## config.mk

```make
export PLATFORM = sky130hd
export DESIGN_NAME = pipe_hazard_ctrl
export DESIGN_NICKNAME = d
export VERILOG_FILES = /design/src/rtl/pipe_pkg.sv /design/src/rtl/hazard_stage_reg.sv /design/src/rtl/pipe_hazard_ctrl.sv
export SDC_FILE = /design/constraint.sdc
export NUM_CORES = 1
export LEC_CHECK = 0
export CORE_MARGIN = 5
export CORE_UTILIZATION = 50
export DETAILED_ROUTE_END_ITERATION = 16
export PLACE_DENSITY = 0.8
export SETUP_SLACK_MARGIN = 0.2
export SYNTH_ARGS = -nofsm -noshare
export SYNTH_HDL_FRONTEND = slang
export SYNTH_SLANG_ARGS = --single-unit
```

## constraint.sdc

```tcl
create_clock -name clk -period 4.5 [get_ports clk]
set_clock_uncertainty 0.05 [all_clocks]
set_input_delay 0.675 -clock clk [delete_from_list [all_inputs] [get_ports clk]]
set_output_delay 0.675 -clock clk [all_outputs]
set_load 0.03 [all_outputs]
```

## src/rtl/pipe_pkg.sv

```systemverilog
// Shared types for the pipeline hazard controller: forwarding-select
// encoding, the per-stage instruction record and the source-match helpers.
package pipe_pkg;

  // Records are sized for the widest supported register address; narrower
  // addresses are zero-extended on entry, which keeps equality compares exact.
  localparam int MAX_AW = 8;

  typedef enum logic [1:0] {
    FWD_REG = 2'b00,
    FWD_WB  = 2'b01,
    FWD_MEM = 2'b10
  } fwd_sel_e;

  typedef struct packed {
    logic              valid;
    logic [MAX_AW-1:0] rs1;
    logic [MAX_AW-1:0] rs2;
    logic              rs1_used;
    logic              rs2_used;
    logic [MAX_AW-1:0] rd;
    logic              regwrite;
    logic              memread;
  } stage_rec_t;

  localparam stage_rec_t BUBBLE = '0;

  // True when the producer record will write register src. Register 0 never
  // counts as written when it is hardwired to zero.
  function automatic logic writes_src(stage_rec_t prod, logic [MAX_AW-1:0] src,
                                      logic zero_reg);
    return prod.valid && prod.regwrite && (prod.rd == src) &&
           !(zero_reg && (src == '0));
  endfunction

  // Operand source for one EX read; the younger MEM result wins over WB.
  function automatic fwd_sel_e fwd_select(logic reads, logic [MAX_AW-1:0] src,
                                          stage_rec_t mem, stage_rec_t wb,
                                          logic zero_reg);
    fwd_sel_e sel;
    sel = FWD_REG;
    if (reads) begin
      if (writes_src(mem, src, zero_reg))     sel = FWD_MEM;
      else if (writes_src(wb, src, zero_reg)) sel = FWD_WB;
    end
    return sel;
  endfunction

endpackage

```

## src/rtl/hazard_stage_reg.sv

```systemverilog
// One pipeline stage record register with synchronous reset and a
// bubble-insert control that loads an empty (valid=0) record.
module hazard_stage_reg
  import pipe_pkg::*;
(
  input  logic       clk,
  input  logic       rst,
  input  logic       bubble,
  input  stage_rec_t d,
  output stage_rec_t q
);

  // Capture the upstream record, or an empty one on reset / bubble insert.
  always_ff @(posedge clk) begin
    // NOTE: non-blocking so every stage samples its neighbour's old value on the same edge.
    // NOTE: the record is small control state, so it is cleared on reset; a bubble is just the cleared value.
    if (rst)         q <= BUBBLE;
    else if (bubble) q <= BUBBLE;
    else             q <= d;
  end

endmodule

```

## src/rtl/pipe_hazard_ctrl.sv

```systemverilog
// Hazard controller for a 5-stage in-order pipeline: load-use stall,
// taken-branch flush and EX operand forwarding from MEM/WB.
// Optional performance counters are built when HAZ_PERF_CNT_EN is defined.
module pipe_hazard_ctrl
  import pipe_pkg::*;
#(
  parameter int REG_AW   = 5,
  parameter int ZERO_REG = 1,
  parameter int CNT_W    = 32
) (
  input  logic              clk,
  input  logic              rst,
  input  logic              id_valid,
  input  logic [REG_AW-1:0] id_rs1,
  input  logic [REG_AW-1:0] id_rs2,
  input  logic              id_rs1_used,
  input  logic              id_rs2_used,
  input  logic [REG_AW-1:0] id_rd,
  input  logic              id_regwrite,
  input  logic              id_memread,
  input  logic              ex_branch_taken,
  output logic              stall,
  output logic              flush_id,
  output logic              flush_ex,
  output logic [1:0]        fwd_a,
  output logic [1:0]        fwd_b
`ifdef HAZ_PERF_CNT_EN
  ,
  output logic [CNT_W-1:0]  stall_cnt,
  output logic [CNT_W-1:0]  flush_cnt
`endif
);

  localparam logic ZR = (ZERO_REG != 0);

  stage_rec_t id_rec;
  stage_rec_t ex_rec;
  stage_rec_t mem_rec;
  stage_rec_t wb_rec;
  logic       load_use;
  fwd_sel_e   fwd_a_sel;
  fwd_sel_e   fwd_b_sel;
  logic       unused_fields;

  // Pack the ID-stage inputs into a record, zero-extending register numbers.
  always_comb begin
    // NOTE: default assignment first so no path through the block can infer a latch.
    id_rec          = BUBBLE;
    id_rec.valid    = id_valid;
    id_rec.rs1      = MAX_AW'(id_rs1);
    id_rec.rs2      = MAX_AW'(id_rs2);
    id_rec.rs1_used = id_rs1_used;
    id_rec.rs2_used = id_rs2_used;
    id_rec.rd       = MAX_AW'(id_rd);
    id_rec.regwrite = id_regwrite;
    id_rec.memread  = id_memread;
  end

  // A load in EX whose result a used ID source needs; a taken branch kills it.
  always_comb begin
    load_use = id_rec.valid && ex_rec.memread &&
               ((id_rec.rs1_used && writes_src(ex_rec, id_rec.rs1, ZR)) ||
                (id_rec.rs2_used && writes_src(ex_rec, id_rec.rs2, ZR)));
    stall    = load_use && !ex_branch_taken;
    flush_id = ex_branch_taken;
    flush_ex = ex_branch_taken;
  end

  // EX operand forwarding selects; an empty EX record reads the register file.
  always_comb begin
    fwd_a_sel = fwd_select(ex_rec.valid && ex_rec.rs1_used, ex_rec.rs1,
                           mem_rec, wb_rec, ZR);
    fwd_b_sel = fwd_select(ex_rec.valid && ex_rec.rs2_used, ex_rec.rs2,
                           mem_rec, wb_rec, ZR);
    fwd_a     = fwd_a_sel;
    fwd_b     = fwd_b_sel;
  end

  hazard_stage_reg u_ex (
    .clk    (clk),
    .rst    (rst),
    .bubble (stall || flush_ex),
    .d      (id_rec),
    .q      (ex_rec)
  );

  hazard_stage_reg u_mem (
    .clk    (clk),
    .rst    (rst),
    .bubble (1'b0),
    .d      (ex_rec),
    .q      (mem_rec)
  );

  hazard_stage_reg u_wb (
    .clk    (clk),
    .rst    (rst),
    .bubble (1'b0),
    .d      (mem_rec),
    .q      (wb_rec)
  );

  // Source fields of the later stages are carried only for visibility.
  assign unused_fields = ^{mem_rec.rs1, mem_rec.rs2, mem_rec.rs1_used,
                           mem_rec.rs2_used, mem_rec.memread,
                           wb_rec.rs1, wb_rec.rs2, wb_rec.rs1_used,
                           wb_rec.rs2_used, wb_rec.memread};

`ifdef HAZ_PERF_CNT_EN
  // Count stall cycles and taken-branch cycles, wrapping at 2^CNT_W.
  always_ff @(posedge clk) begin
    if (rst) begin
      stall_cnt <= '0;
      flush_cnt <= '0;
    end else begin
      if (stall)           stall_cnt <= stall_cnt + CNT_W'(1);
      if (ex_branch_taken) flush_cnt <= flush_cnt + CNT_W'(1);
    end
  end
`else
  // Counter width only matters when the counters are built.
  localparam int UNUSED_CNT_W = CNT_W;
`endif

endmodule
```

==> results of run 1 <==
## routing by layer
metal,vias to the layer above,track usage [%],part of all wire (%)
met3,6,4.08,3.8
met2,27,31.2,53
met1,557,17.8,42
met4,0,8.55,1.8
met5,-,0,0
li1,566,-,-
## sequential cells by signal (all words and copies together), names as in the netlist
register / cells
u_mem.q: 7
u_ex.q: 20
u_wb.q: 7
## through the flow
step | hold slack [ns] | setup slack, ns | instances | total power, mW
floorplan | 0.409 | 1.67 | 143 | 0.370
detailed placement | 0.430 | 0.908 | 212 | 0.403
CTS | 0.445 | 0.904 | 220 | 0.680
global route | 0.457 | 0.761 | 220 | 0.699
global placement | 0.428 | 0.912 | 212 | 0.400
finish | 0.445 | 0.929 | 220 | 0.674
## cell type report
cell class / count / area, µm² / area share, %
Clock buffer: 5 / 37.5 / 1.89
Clock inverter: 3 / 68.8 / 3.47
Multi-Input combinational cell: 104 / 843 / 42.5
Sequential cell: 34 / 681 / 34.3
Tap cell: 44 / 55.1 / 2.78
Timing Repair Buffer: 30 / 298 / 15.0
## cell usage after synthesis, drive strengths merged (2+ instances only)
master | instances | area share [%]
dfxtp | 34 | 44
xnor2 | 26 | 15
nor3b | 19 | 12
nor2b | 14 | 5.6
nand4 | 8 | 3.2
nor2 | 7 | 1.8
or4 | 6 | 3.4
buf | 4 | 2.2
nand3 | 4 | 1.3
nor3 | 3 | 0.96
a21oi | 2 | 2.1
and2 | 2 | 0.80
and3 | 2 | 0.80
nand2 | 2 | 0.48
nor4b | 2 | 1.1
or3 | 2 | 0.80
xor2 | 2 | 1.1
## how the worst min path moves through the flow
stage | start | end | cells past startpoint | slack, ns
after floorplan | u_mem.q[1] | u_wb.q[1] | 1 | 0.41
after global placement | u_mem.q[28] | u_wb.q[28] | 1 | 0.43
after detailed placement | u_mem.q[28] | u_wb.q[28] | 1 | 0.43
after CTS | u_mem.q[28] | u_wb.q[28] | 1 | 0.45
after global routing | u_mem.q[1] | u_wb.q[1] | 1 | 0.46
final | u_mem.q[28] | u_wb.q[28] | 1 | 0.45
## worst reg2reg max path, cell delays in order (launching register included)
cell                      delay [ns]
sky130_fd_sc_hd__dfxtp_1        0.41
sky130_fd_sc_hd__xnor2_1        0.13
sky130_fd_sc_hd__nand4_1        0.21
sky130_fd_sc_hd__nor4_4         1.03
sky130_fd_sc_hd__nor3b_1        0.14
## power breakdown
| part | switching [mW] | internal (mW) |
|---|---|---|
| combinational | 0.0299 | 0.0440 |
| sequential | 0.0105 | 0.311 |
| clock | 0.105 | 0.174 |
## kinds of logic after synthesis
| logic type | after synthesis | synth area share (%) |
|---|---|---|
| buf+inv | 5 | 2.40 |
| xor+xnor | 28 | 15.7 |
| flops | 34 | 43.6 |
| simple gates | 72 | 34.0 |
| compound gates | 4 | 4.33 |
==> results.txt, run 1 <==
- Run status: complete, no violations
* Number of standard cells after synthesis: 143
- At the worst endpoint, the arrival time is 2.85 ns.
- DRC errors left: 0
- Following the worst setup path forward leads to its endpoint at stall.
* Final ANT Viol Nets: 0
- For the pin with the worst max-slew slack, the measured transition is around 1.2 ns.
- Data on the critical path is required at its endpoint by 3.77 ns.
- Largest net degree at the start of global routing: 20
- Combined area of all synthesized cells: 0.00156 mm²
- Headroom to the max-slew limit came out at 19.0%.
* Leading cell type in the layout, fill and taps excluded: sky130_fd_sc_hd__dfxtp_1
- The detailed router finished its first iteration with 45 violations.
* Combined global-route utilization of all metal layers: 17.0%
- The setup path with the least slack is of type primary input to output port.
* Hold Fails Final Rpt: 0
- After clock tree synthesis, the clock-pin slew on the worst setup and hold paths is 0.11 ns.
- Yosys printed 0 warnings.
- Final-layout fill cell count: 242
* Share of final-layout standard cells stronger than drive strength 1: 14.8%
* Number of buffers inserted for hold repair after clock tree synthesis: 0
- 30 I/O pins were placed.
- Launch point of the worst reg-to-reg path: u_ex.q[3]
* Distinct cells, synth: 25
* Worst setup path start: id_rs2[1]
- CTS placed an instance of sky130_fd_sc_hd__clkbuf_4 at the clock tree root.
- Counting every net in the synthesized netlist gives ~170.
* Sum of overflow across all layers after global routing: 0
* Worst-Skew Late Latency: 0.34 ns
- Of all flip-flops after synthesis, the portion carrying an async set or reset was 0%.
* Count of flip-flops with a built-in enable after synthesis: 0
- Number of antenna violations at the first check in global routing: 0
- Once placement finished, the instance area stood at 0.00188 mm².
- Sinks on Clock Net: 34
- Final slew viol count: 0
- Cell repeated most along the worst path: sky130_fd_sc_hd__clkdlybuf4s50_1
* Placer's final routability congestion estimate: 0.815
* Worst IR Drop VDD: 0.259 mV
* Worst path slowest cell: sky130_fd_sc_hd__clkdlybuf4s50_1
* Number of standard-cell rows in the floorplan: 20
- Critical Path Sink Type: output port
- The smallest clock period supported by the final layout is computed as 3.57 ns.
* Full die area: around 0.0043 mm²
* Commonest non-fill, non-tap cells in the layout: sky130_fd_sc_hd__dfxtp_1 (34), sky130_fd_sc_hd__clkdlybuf4s50_1 (29), sky130_fd_sc_hd__xnor2_1 (26)
- Max-capacitance violation count: 0
- The most used flip-flop cell after synthesis is sky130_fd_sc_hd__dfxtp_1.
- For this configuration, the core starts out at a cell density of just over 50%.
- Core utilization of the finished layout: about two thirds
- Derived from the worst setup path, the maximum achievable clock frequency is 0.280 GHz.
- Die Wd: 65.9 µm
- The share of the Yosys chip area taken by registers is 43.6%.
- Register-to-register setup slack: roughly 2.4 ns
* Drt via density: between 5 and 6
- Crit path largest cell delay: 0.71 ns
- HP Class: flop to flop
* RSZ-0062 raised after global routing: no
- Total setup buffers inserted after CTS: 0
* Buffer and inverter count on the worst path: 2
* Vias after detailed routing: 1156
- FF-to-FF path depth: 4
* WL final: 3.19 mm
* Series of cell instances along the critical path: clkdlybuf4s50_1 -> xnor2_1 -> nand4_1 -> or3_1 -> a211oi_1 -> clkdlybuf4s50_1
* Post-Synthesis Mean Instance Area: 10.9 µm²
- Before antenna repair, the detailed router went through 4 iterations.
- Antenna Cells: 0
- Period utilisation layout: 79.4%
* Startpoint Class: primary input
* Core Area: between 0.003 and 0.004 mm²
- For this run, the post-layout net count is 198.
- The number of global-route vias before repair is 1240.
* Half-perimeter wire length after detailed placement: 2.51 mm
* Total leakage power: between 0.6 and 0.7 nW
- The die is 65.9 µm tall.
* Power Dens Cells: 340 mW/mm²
- Synthesis-to-layout area growth: 27.0%
- Final setup violation count: 0
- Summed over all failing endpoints, the final setup total negative slack is 0 ns.
* Largest driver fanout on the critical path: 3
* H-Tree Level Count: 2
* Resize count post-CTS: 0
- Register bit count reported by yosys: 34
* Max Buffers Root-to-Sink: 2
- In this run the number of cells on the critical path is 6.
* Design Area, Final: about 0.0020 mm²
- Endpoint of the most critical register-to-register path: u_ex.q[10]
- In this run the tool buffered the top-level ports with 29 buffer cells.
- CTS tree: yes
- Number of buffers created by CTS: 5
* Average detailed-routed wire length per instance: 14.5 µm
- Family of cells with the greatest summed delay on the critical path: buffers and inverters
* Global-route wire length before repair: roughly 5.5 mm
Note: power is estimated with default switching activity, not from simulation.
==> run 2, diff against run 1 <==
==> constraint.sdc (replaced) <==
create_clock -name clk -period 3.7 [get_ports clk]
set_clock_uncertainty 0.05 [all_clocks]
set_input_delay 0.555 -clock clk [delete_from_list [all_inputs] [get_ports clk]]
set_output_delay 0.555 -clock clk [all_outputs]
set_load 0.03 [all_outputs]
==> run 2 against run 1 <==
Against the previous run: routed wire length is 0.88% lower; combinational power rose by 22%; die area unchanged.
==> results.txt, run 2 (synthesis results as in run 1) <==
- The run finished with clean final reports.
- The initial cell density of the core is 51.6% (unchanged).
* Net count of the finished layout: 198 (unchanged)
* Worst IR Drop VDD: 0.318 mV (+23%)
- Largest net degree at the start of global routing: 20 (unchanged)
- Worst setup path start: id_rs2[1]
- Drt via density: 5.15 (-2.0%)
- The sink count of the clock tree is 34 (unchanged).
* Hold Fails Final Rpt: 0 (unchanged)
- The area of the die was 0.00434 mm² (unchanged).
- The iteration-0 DRC count of the detailed router came to 20 (-56%).
* Arrival time worst endpoint: 2.77 ns (-0.08 ns)
- The critical path in this run is classified as primary input to output port.
- Number of ports placed on the die boundary: 30 (unchanged)
* Antenna Cells: 0 (unchanged)
* Crit path largest cell delay: 0.71 ns (about the same)
* FMAX: 0.297 GHz
* Combined global-route utilization of all metal layers: 16.9% (-0.12 points)
- For this design, the slowest cell found on the critical path is sky130_fd_sc_hd__clkdlybuf4s50_1.
* Power Dens Cells: 413 mW/mm² (+21%)
* Register containing the most flip-flops in the final layout: u_ex.q
- The detailed-route DRC error count came to 0 (unchanged).
- Max-capacitance violation count: 0 (unchanged)
- Startpoint Class: primary input
- Synthesis-to-layout area growth: 27.0% (unchanged)
- Number of antenna violations at the first check in global routing: 0 (unchanged)
- The fill cell instance count of the final layout is 238 (-1.7%).
- Final TNS setup: 0 ns (unchanged)
* Height of the die: 65.9 µm (unchanged)
- Detailed-router iteration count before antenna repair: 2 (-2)
* Final ANT Viol Nets: 0 (unchanged)
- Cell repeated most along the worst path: sky130_fd_sc_hd__clkdlybuf4s50_1
- Critical Path Sink Type: output port
- Sum of overflow across all layers after global routing: 0 (unchanged)
- Core utilization of the finished layout: 65.5% (unchanged)
- The maximum fanout along the worst path was 3 (unchanged).
- The wire length of the first global-routing pass is 5.46 mm (-1.1%).
- Resize count post-CTS: 0 (unchanged)
* Worst-Skew Late Latency: 0.34 ns (about the same)
- Number of buffers inserted for hold repair after clock tree synthesis: 0 (unchanged)
* Number of buffers created by CTS: 5 (unchanged)
- The number of H-tree levels was 2 (unchanged).
- RSZ-0062 raised after global routing: no
* Hold_sp: u_mem.q[28]
- The placement row count is 20 (unchanged).
- Series of cell instances along the critical path: clkdlybuf4s50_1 -> xnor2_1 -> nand4_1 -> or3_1 -> a211oi_1 -> clkdlybuf4s50_1
* Final setup violation count: 0 (unchanged)
* IO Port Bufs: 29 (unchanged)
- The required time of the worst setup path came to 3.09 ns (-0.68 ns).
* HP Class: flop to flop
* Via count of the first global-routing pass: 1226 (-1.1%)
- Leaving out fill and tap cells, the most frequent cell in the layout is sky130_fd_sc_hd__dfxtp_1.
- Commonest non-fill, non-tap cells in the layout: sky130_fd_sc_hd__dfxtp_1 (34), sky130_fd_sc_hd__clkdlybuf4s50_1 (29), sky130_fd_sc_hd__xnor2_1 (26)
- Max transition margin: 21.6% (+2.7 points)
- The placed wire-length estimate was 2.45 mm (-2.5%).
- Dividing the final minimum period by the clock period gives 91.1%.
* Cells after DPL: 212 (unchanged)
* Max Buffers Root-to-Sink: 2 (unchanged)
- The placed instance area came to 0.00188 mm² (unchanged).
- Slew at the pin closest to its max-slew limit: 1.17 ns (-0.0397 ns)
- CTS root buffer: sky130_fd_sc_hd__clkbuf_4
- CTS tree: yes
- Die Wd: 65.9 µm (unchanged)
- The reported leakage power came to 0.668 nW (unchanged).
- The area of the core region came to 0.00303 mm² (unchanged).
- Launch point of the worst reg-to-reg path: u_ex.q[5]
* WL final: 3.16 mm (-0.88%)
- Max reg flops: 20 (unchanged)
- The count of pins over their slew limit is 0 (unchanged).
* Leading registers by flop count: u_ex.q: 20 flops, u_mem.q: 7 flops, u_wb.q: 7 flops
- The post-CTS clock slew at the launch and capture registers of the worst setup and hold paths is 0.11 ns (about the same).
* Period minus WS final: 3.37 ns
- Total setup buffers inserted after CTS: 0 (unchanged)
- The share of post-route cells with drive strength above 1 came to 14.8% (unchanged).
- Average detailed-routed wire length per instance: 14.4 µm (-0.88%)
- The placer's final routability congestion estimate came to 0.814 (-0.21%).
- The detailed-route via count came to 1133 (-2.0%).
- Number of cells in the finished layout apart from fillers: 220 (unchanged)
- The final instance area is 0.00198 mm² (unchanged).
-- run 2: cell type report --
type / instances / area (µm²) / share of cell area [%]
repair buffers: 30 / 298 / 15.0
multi-input cells: 104 / 843 / 42.5
well taps: 44 / 55.1 / 2.78
clock buffers: 5 / 37.5 / 1.89
flip-flops and latches: 34 / 681 / 34.3
clock inverters: 3 / 68.8 / 3.47
-- run 2: final timing paths --
| kind | endpoint | slack (ns) | cells after the start |
|---|---|---|---|
| setup / recovery | stall | 0.33 | 6 |
| hold / removal | u_wb.q[28] | 0.45 | 1 |
| setup reg to reg | u_ex.q[4] | 1.61 | 4 |
| hold reg to reg | u_wb.q[28] | 0.45 | 1 |
-- run 2: power breakdown --
group          switching (mW)  leakage [nW]  internal, mW  total, mW
Clock                   0.126        0.0554         0.211      0.337
Combinational          0.0367         0.335        0.0535     0.0902
Sequential             0.0132         0.278         0.378      0.391
Total                   0.175         0.668         0.643      0.818
-- run 2: worst max-delay path, delay by kind of cell --
family | cells | cell delay [ns]
AO/OA/AOI/OAI | 1 | 0.25
buffers and inverters | 2 | 1.24
AND/OR/NAND/NOR | 2 | 0.57
XOR/XNOR | 1 | 0.14
-- run 2: routing by layer --
layer | up-vias | global-route usage, % | share of wire (%)
li1 | 564 | - | -
met1 | 537 | 17.5 | 41
met2 | 25 | 29.9 | 52
met3 | 7 | 6.80 | 4.7
met4 | 0 | 6.99 | 2.2
met5 | - | 0 | 0
-- run 2: stage by stage --
step	power, mW	hold slack, ns	worst slack, ns
after floorplan	0.450	0.409	1.11
after global placement	0.487	0.428	0.356
after detailed placement	0.490	0.427	0.339
after CTS	0.828	0.443	0.339
after global routing	0.854	0.461	0.206
final	0.818	0.445	0.330
==> run 3, diff against run 2 <==
--- a/config.mk
+++ b/config.mk
@@ -5,7 +5,7 @@
 export SDC_FILE = /design/constraint.sdc
 export NUM_CORES = 1
 export LEC_CHECK = 0
-export CORE_MARGIN = 5
+export CORE_MARGIN = 2
 export CORE_UTILIZATION = 50
 export DETAILED_ROUTE_END_ITERATION = 16
 export PLACE_DENSITY = 0.8
==> run 3 against run 2 <==
Against the previous run: cell count fell by 5.0%; fmax rose by 0.22%; die area fell by 17%; sequential power barely moved; routed wire length fell by 6.5%; total power fell by 9.6%; global-route usage rose by 2.7 points; register-to-register slack got worse by 0.03 ns; largest power group unchanged; flip-flop and latch count did not move; critical endpoint unchanged; highest routed layer unchanged; via count rose by 0.18%; first-iteration DRC count rose by 120%.
==> results.txt, run 3 (synthesis results as in run 1) <==
* CTS root buffer: sky130_fd_sc_hd__clkbuf_4
* Design Area, Final: 0.00194 mm² (-2.3%)
* FMAX: 0.297 GHz (+0.22%)
- The maximum clock insertion buffer count came to 2 (unchanged).
- Die Wd: 59.9 µm (-9.1%)
- The remaining antenna violation count after routing is 0 (unchanged).
* Power Dens Cells: 382 mW/mm² (-7.5%)
- The sink count of the clock tree was 34 (unchanged).
- Hold Fails Final Rpt: 0 (unchanged)
* Required time at the worst-slack endpoint: 3.09 ns (about the same)
- CTS tree: yes
* Starting Density: 52.0% (+0.43 points)
- After global routing, the most crowded layer is met2.
- The detailed-route via count was 1135 (+0.18%).
- RSZ-0062 raised after global routing: no
* Final-layout fill cell count: 244 (+2.5%)
- The library cells used most frequently in the layout, excluding fill and tap cells, are sky130_fd_sc_hd__dfxtp_1 (34), sky130_fd_sc_hd__clkdlybuf4s50_1 (29), sky130_fd_sc_hd__xnor2_1 (26).
- Clock-pin transition on the worst setup and hold timing paths: 0.09 ns (-0.02 ns)
- The worst hold path belongs to the class flop to flop.
* Global-route wire length before repair: 5.17 mm (-5.3%)
- Met2 capacity usage during global routing: 31.2% (+1.3 points)
- Number of ports placed on the die boundary: 30 (unchanged)
* Height of the die: 59.9 µm (-9.1%)
- The portion of the clock cycle consumed by the worst path in the final layout came to 90.9% (-0.20 points).
- The met1 demand-to-capacity share in global routing came to 24.1% (+6.6 points).
* Number of buffers created by CTS: 5 (unchanged)
- The post-detailed-routing wire length was 2.96 mm (-6.5%).
* Register containing the most flip-flops in the final layout: u_ex.q
* Antenna Cells: 0 (unchanged)
* Startpoint Class: primary input
- The global-route usage over all layers was 19.6% (+2.7 points).
- Synthesis-to-layout area growth: 24.1%
- The setup TNS came to 0 ns (unchanged).
* Number of standard-cell rows in the floorplan: 20 (unchanged)
- Run status: complete, no violations
- The reported leakage power was 0.652 nW (-2.4%).
* Core utilization of the finished layout: 64.5% (-0.95 points)
- Cells after DPL: 201 (-5.2%)
* Share of final-layout standard cells stronger than drive strength 1: 13.6% (-1.1 points)
- The time the worst path needs with I/O delays and setup came to 3.36 ns (-0.00745 ns).
* Sum of overflow across all layers after global routing: 0 (unchanged)
- Drt via density: 5.43 (+5.4%)
* DRC errors left: 0 (unchanged)
- Worst Path Class, Setup: primary input to output port
- The largest registers in the layout are u_ex.q: 20 flops, u_mem.q: 7 flops, u_wb.q: 7 flops.
- The iteration-0 DRC count of the detailed router came to 44 (+120%).
- The maximum fanout along the worst path was 3 (unchanged).
- Full die area: 0.00359 mm² (-17%)
- The critical path data arrival time came to 2.76 ns (about the same).
- The count of pins over their slew limit came to 0 (unchanged).
* Number of cells in the finished layout apart from fillers: 209 (-5.0%)
- The number of H-tree levels is 2 (unchanged).
- Number of antenna violations at the first check in global routing: 0 (unchanged)
- Slew at the pin closest to its max-slew limit: 1.16 ns (-0.00295 ns)
- The placed instance area came to 0.00186 mm² (-0.73%).
- The maximum cell stage delay along the critical path was 0.70 ns (about the same).
- Largest net degree at the start of global routing: 20 (unchanged)
* Final setup violation count: 0 (unchanged)
- The worst setup path is captured at an output port.
- The hold-fix buffer count after cts was 0 (unchanged).
- The insertion delay to the later sink of the worst-skew pair was 0.34 ns (about the same).
- Resize count post-CTS: 0 (unchanged)
- The worst relative slew slack is 21.8% (+0.20 points).
- The critical path goes through clkdlybuf4s50_1 -> xnor2_1 -> nand4_1 -> or3_1 -> a211oi_1 -> clkdlybuf4s50_1.
- Total setup buffers inserted after CTS: 0 (unchanged)
- The average wire per standard cell was 14.1 µm (-1.6%).
- Met3 Usage GRT: 5.41% (-1.4 points)
* Leading cell type in the layout, fill and taps excluded: sky130_fd_sc_hd__dfxtp_1
* Cell repeated most along the worst path: sky130_fd_sc_hd__clkdlybuf4s50_1
- The number of global-route vias before repair was 1114 (-9.1%).
* Detailed-router iteration count before antenna repair: 4 (+2)
- The flip-flop count of the largest register after layout came to 20 (unchanged).
* Net count of the finished layout: 198 (unchanged)
- The count of buffers inserted at the top-level ports is 29 (unchanged).
- The max-cap violation count came to 0 (unchanged).
* Placer's final routability congestion estimate: 0.804 (-1.2%)
- Core Area: 0.00300 mm² (-0.83%)
* Worst IR Drop VDD: 0.249 mV (-22%)
- Worst path slowest cell: sky130_fd_sc_hd__clkdlybuf4s50_1
- Half-perimeter wire length after detailed placement: 2.34 mm (-4.3%)
## run 3: cell types whose count changed in the layout (fill, tap and decap cells not counted)
cell                        previous run  this run
sky130_fd_sc_hd__clkbuf_1              0         2
sky130_fd_sc_hd__clkinv_4              1         0
sky130_fd_sc_hd__bufinv_16             2         1
## run 3: report_power, final
group | switching, mW | internal, mW
clock network | 0.116 | 0.143
registers | 0.0124 | 0.378
logic | 0.0366 | 0.0535
total | 0.165 | 0.575
## run 3: cell type report
| type | instances | area, µm² | area share [%] |
|---|---|---|---|
| clock buffers | 7 | 45.0 | 2.32 |
| clock inverters | 1 | 30.0 | 1.55 |
| multi-input cells | 104 | 843 | 43.5 |
| flip-flops and latches | 34 | 681 | 35.1 |
| well taps | 33 | 41.3 | 2.13 |
| repair buffers | 30 | 298 | 15.4 |
## run 3: stage by stage
step	worst slack, ns	hold slack [ns]	power (mW)
floorplan	1.11	0.409	0.450
global placement	0.362	0.428	0.487
detailed placement	0.350	0.436	0.489
CTS	0.343	0.450	0.748
global route	0.241	0.469	0.772
finish	0.337	0.445	0.740
## run 3: final timing paths
kind / startpoint / to / slack [ns] / cells past startpoint
hold reg to reg: u_mem.q[1] / u_wb.q[1] / 0.44 / 1
setup reg to reg: u_ex.q[5] / u_ex.q[11] / 1.58 / 4
setup / recovery: id_rs2[1] / stall / 0.34 / 6
hold / removal: u_mem.q[1] / u_wb.q[1] / 0.44 / 1
## run 3: critical path, delay by kind of cell
| family | cells | cell delay, ns |
|---|---|---|
| XOR/XNOR | 1 | 0.15 |
| buffers and inverters | 2 | 1.24 |
| AND/OR/NAND/NOR | 2 | 0.58 |
| AO/OA/AOI/OAI | 1 | 0.23 |
## run 3: metal layers
metal	part of all wire, %	vias to the layer above
met5	0	-
met4	3.6	0
met1	42	516
met3	5.0	13
li1	-	562
met2	49	44
